### src/rtl/lmao_serial_sub_pkg.sv
// Shared arithmetic-lab definitions: FSM state encoding and default operand sizing.
// The bit-serial adder uses this package as well.
package lmao_serial_sub_pkg;

  localparam int DEF_WIDTH = 4;
  localparam int DEF_CNT_W = 3;

  typedef enum logic [1:0] {
    ST_IDLE  = 2'd0,
    ST_SHIFT = 2'd1,
    ST_DONE  = 2'd2
  } state_t;

endpackage

### src/rtl/lmao_fullsub.sv
// One-bit full subtractor: d = a - b - bin, bout set when the bit position underflows.
module lmao_fullsub (
  input  logic a,
  input  logic b,
  input  logic bin,
  output logic d,
  output logic bout
);

  assign d    = a ^ b ^ bin;
  assign bout = (~a & b) | (~(a ^ b) & bin);

endmodule

### src/rtl/lmao_serial_sub.sv
// Bit-serial unsigned subtractor: A_in - B_in, LSB first through one full-subtractor cell.
//   state    | meaning
//   ST_IDLE  | waiting for Start_in, operands not yet latched
//   ST_SHIFT | one result bit per clock, WIDTH clocks
//   ST_DONE  | Diff_out/Borrow_out fresh, Done_out high for this cycle
module lmao_serial_sub
  import lmao_serial_sub_pkg::*;
#(
  parameter int WIDTH = DEF_WIDTH,
  parameter int CNT_W = DEF_CNT_W
) (
  input  logic             Clk_in,
  input  logic             Rst_in,
  input  logic             Start_in,
  input  logic [WIDTH-1:0] A_in,
  input  logic [WIDTH-1:0] B_in,
  output logic             Busy_out,
  output logic             Done_out,
  output logic [WIDTH:0]   Diff_out,
  output logic             Borrow_out
);

  state_t           state;
  state_t           state_nxt;
  logic [WIDTH-1:0] a_sr;
  logic [WIDTH-1:0] b_sr;
  logic [WIDTH-1:0] acc;
  logic [CNT_W-1:0] cnt;
  logic             borrow;
  logic             d;
  logic             bout;
  logic             last_bit;

  lmao_fullsub u_fullsub (
    .a    (a_sr[0]),
    .b    (b_sr[0]),
    .bin  (borrow),
    .d    (d),
    .bout (bout)
  );

  assign last_bit = (cnt == CNT_W'(WIDTH - 1));

  always_ff @(posedge Clk_in) begin
    if (Rst_in) state <= ST_IDLE;
    else        state <= state_nxt;
  end

  always_comb begin
    state_nxt = state;
    case (state)
      ST_IDLE:  if (Start_in) state_nxt = ST_SHIFT;
      ST_SHIFT: if (last_bit) state_nxt = ST_DONE;
      ST_DONE:  state_nxt = ST_IDLE;
      default:  state_nxt = ST_IDLE;
    endcase
  end

  assign Busy_out   = (state != ST_IDLE);
  assign Done_out   = (state == ST_DONE);
  assign Borrow_out = Diff_out[WIDTH];

  // Result bits collect in acc; Diff_out is only written on the final bit so it
  // never shows a partial difference.
  always_ff @(posedge Clk_in) begin
    if (Rst_in) begin
      a_sr     <= '0;
      b_sr     <= '0;
      acc      <= '0;
      cnt      <= '0;
      borrow   <= 1'b0;
      Diff_out <= '0;
    end else begin
      case (state)
        ST_IDLE: begin
          if (Start_in) begin
            a_sr   <= A_in;
            b_sr   <= B_in;
            acc    <= '0;
            cnt    <= '0;
            borrow <= 1'b0;
          end
        end
        ST_SHIFT: begin
          a_sr   <= a_sr >> 1;
          b_sr   <= b_sr >> 1;
          borrow <= bout;
          cnt    <= cnt + CNT_W'(1);
          acc    <= {d, acc[WIDTH-1:1]};
          if (last_bit) Diff_out <= {bout, d, acc[WIDTH-1:1]};
        end
        default: ;
      endcase
    end
  end

endmodule
### config.mk
export PLATFORM = sky130hd
export DESIGN_NAME = lmao_serial_sub
export DESIGN_NICKNAME = d
export VERILOG_FILES = /design/src/rtl/lmao_serial_sub_pkg.sv /design/src/rtl/lmao_fullsub.sv /design/src/rtl/lmao_serial_sub.sv
export SDC_FILE = /design/constraint.sdc
export NUM_CORES = 1
export LEC_CHECK = 0
export CAP_MARGIN = 30
export CORE_UTILIZATION = 57
export CTS_BUF_LIST = sky130_fd_sc_hd__clkbuf_4
export DETAILED_ROUTE_END_ITERATION = 10
export GPL_TIMING_DRIVEN = 0
export PLACE_DENSITY = 0.82
export SLEW_MARGIN = 40
export SYNTH_ARGS = -nofsm -noshare
export SYNTH_HDL_FRONTEND = slang
export SYNTH_HIERARCHICAL = 1
export SYNTH_SLANG_ARGS = --single-unit
### constraint.sdc
create_clock -name Clk_in -period 2.05 [get_ports Clk_in]
set_input_delay 0.205 -clock Clk_in [delete_from_list [all_inputs] [get_ports Clk_in]]
set_output_delay 0.205 -clock Clk_in [all_outputs]
set_load 0.005 [all_outputs]
==> flow_summary.yaml <==
worst_setup_path:
  end_kind: "output port"
  timing.rr.start: "b_sr[0]"
  critPathRequiredTime_ps: 1850
  r2r-end: "acc[3]"
  worstPathArrival_ps: 1600
  path_max_fanout: 10
  critPathKind: "flop to output port"
  rr_worst_depth: 4
  start_kind: "flop"
  r2r_setup_slack_ps: 780
power:
  switching_share: 0.232
  pwr-share-comb: 0.129
  p_switching_w: 0.000212
  peakVddDrop_v: 0.000785
  p_seq_frac: 0.499
  internal_power_w: 0.000704
  p_clk_frac: 0.372
  p_leak_nw: 0.513
  powerDensity_nw_per_um2: 731
sta:
  worst_pin_slew_ps: 448
  setup_viol: 0
  hold_viol: 0
  setup_ws_ps: 246
  fin_crit_sh: 0.880
  slew_headroom: 0.701
  period_needed_ps: 1800
  fmax_ghz: 0.554
  grt_setup_unrepaired: "false"
  fin_tns_setup_ps: 0
  drv_slew: 0
  fin_skew_ps: 11.2
clocking:
  cts-hold-fix-buffers: 0
  cts_resized: 0
  htreeDepth: 1
  cts_buffers: 3
  post-cts-setup-buffer-count: 0
  clk_pin_slew_ps: 130
  clk_latency_ps: 320
  clock_path_buffers: 2
  cts_root_buffer: "clkbuf_4"
  clock-sinks: 22
  cts_tree: "yes"
place:
  post-place-cells: 142
  io_buffer_count: 17
  gp_congestion: 0.717
  dp_slack_ps: 591
  dp_hpwl_um: 1350
yosys:
  seq_area_frac_synth: 0.436
  syn_area_um2: 1010
  synth.distinct_cells: 26
  syn_inst: 109
  netlist.top_cell.by_area: "dfxtp_1"
  synth_nets: 123
  ys_warn_count: 6
  synth.area.top_cells: "dfxtp_1 (44%), a21oi_1 (5.9%), nor2_1 (5.6%), o221a_2 (5.6%), a22oi_1 (5.2%)"
  yosys.area.top_type_share: 0.436
  avgSynthCellArea_um2: 9.27
  synth-async-reset-ratio: 0
  synth-seq-cells: 22
  synth_edf_count: 0
  synthFlopType: "dfxtp_1"
detailed_routing:
  ant_nets: 0
  wl_um: 1830
  top_layer_used: "met4"
  drt-met1-wl_um: 872
  vias: 809
  route.detailed.drc: 2
  drt_iter0_markers: 21
  post_drt_wl_per_cell_um: 12.6
  dr.pass1.iters: 7
  met2WireLength_um: 851
  wl_met3_um: 72
  via_per_inst: 5.54
floorplan:
  fp.dieW_um: 44.1
  io_pins: 19
  rows: 14
  fp.dieH_um: 44.1
  coreArea_um2: 1580
  start_util: 0.641
  die-area_um2: 1950
global_routing:
  grt_pass1_vias: 747
  grt_pass1_wl_um: 3020
  antenna_found_initial: 0
  grtUsageTotal: 0.212
  grt_remaining_overflow: 0
  grt_max_degree: 14
cells_and_area:
  drive_above_1_share: 0.177
  fill_cells: 124
  syn_to_final_growth_pct: 24.0
  fin_cells: 146
  layout_commonest_cell: "dfxtp_1"
  final_cell_mix: "dfxtp_1 (22), clkdlybuf4s50_1 (17), nor2_1 (15)"
  antenna_cells: 0
  fin_nets: 145
worst_hold_path:
  hold_start: "Start_in"
  min-delay-path-class: "input pin to flop"
  hold_path_end: "state[0]"
  hold_depth: 3
run:
  drv_cap: 0
outcome:
  violations: "design-rule violations"
  status: "complete, but fails checks"
per-layer routing:
layer,vias to the layer above,GRT usage
met4,0,0.109
met2,20,0.365
met1,372,0.259
met3,5,0.0245
met5,-,0
li1,412,-
power groups by stage:
stage	Sequential [W]	Combinational, W	Clock (W)
4_1_cts	0.000457	0.000118	0.000341
6_report	0.000457	0.000119	0.000341
2_1_floorplan	0.000464	0.0000817	0
3_5_place_dp	0.000467	0.000118	0
5_1_grt	0.000459	0.000130	0.000347
3_3_place_gp	0.000466	0.000115	0
synth_stat cells, types with 2 or more instances:
library cell	n
ha_1	2
mux2i_1	2
o221a_2	5
buf_4	3
a22oi_1	7
dfxtp_1	22
nand2_1	5
inv_1	12
buf_6	3
a21oi_1	12
nand3_1	5
nor2_2	2
nor2_1	15
clkbuf_1	2
state kept, by name (all words and copies together), names as in the netlist:
signal and count:
state 2, a_sr 4, borrow 1, Diff_out 5
b_sr 4, cnt 3, acc 3
cells by family (layout without fill, tap and decap cells):
group	after synthesis	count (layout)	share of synthesized area
AO/OA/AOI/OAI	28	28	0.217
adder cells (fa/ha/maj)	3	3	0.0446
buffers and inverters	20	41	0.108
flip-flops	22	22	0.436
multiplexers	2	2	0.0198
AND/OR/NAND/NOR	34	34	0.176
worst max-delay path: stages (launching register included):
cell and delay (ps):
dfxtp_1 440, buf_6 180, nor2b_1 150, clkdlybuf4s50_1 510
worst max path at each step:
stage | slack, ps | end | cells past startpoint | startpoint
floorplan | 890 | acc[3] | 4 | b_sr[0]
global placement | 590 | a_sr[2] | 4 | Rst_in
detailed placement | 590 | b_sr[1] | 4 | Rst_in
CTS | 250 | Done_out | 3 | state[1]
global route | 210 | Done_out | 3 | state[1]
finish | 250 | Done_out | 3 | state[1]
per-stage QoR:
step	util	hold slack (ps)	cell area, µm²	power, W
detailed placement	0.762	446	1200	0.000585
CTS	0.795	259	1250	0.000917
global placement	0.762	443	1200	0.000581
floorplan	-	353	1010	0.000546
global route	0.795	284	1250	0.000937
finish	0.795	255	1250	0.000916
final cells by class:
type	count	area, µm²	share of cell area
plain buffers	8	63.8	0.0509
clock buffers	3	22.5	0.0180
clock inverters	1	30.0	0.0240
inverters	12	45.0	0.0359
multi-input cells	67	462	0.368
flip-flops and latches	22	440	0.351
well taps	16	20.0	0.0160
repair buffers	17	170	0.136
Power figures use the tool's default switching activity.
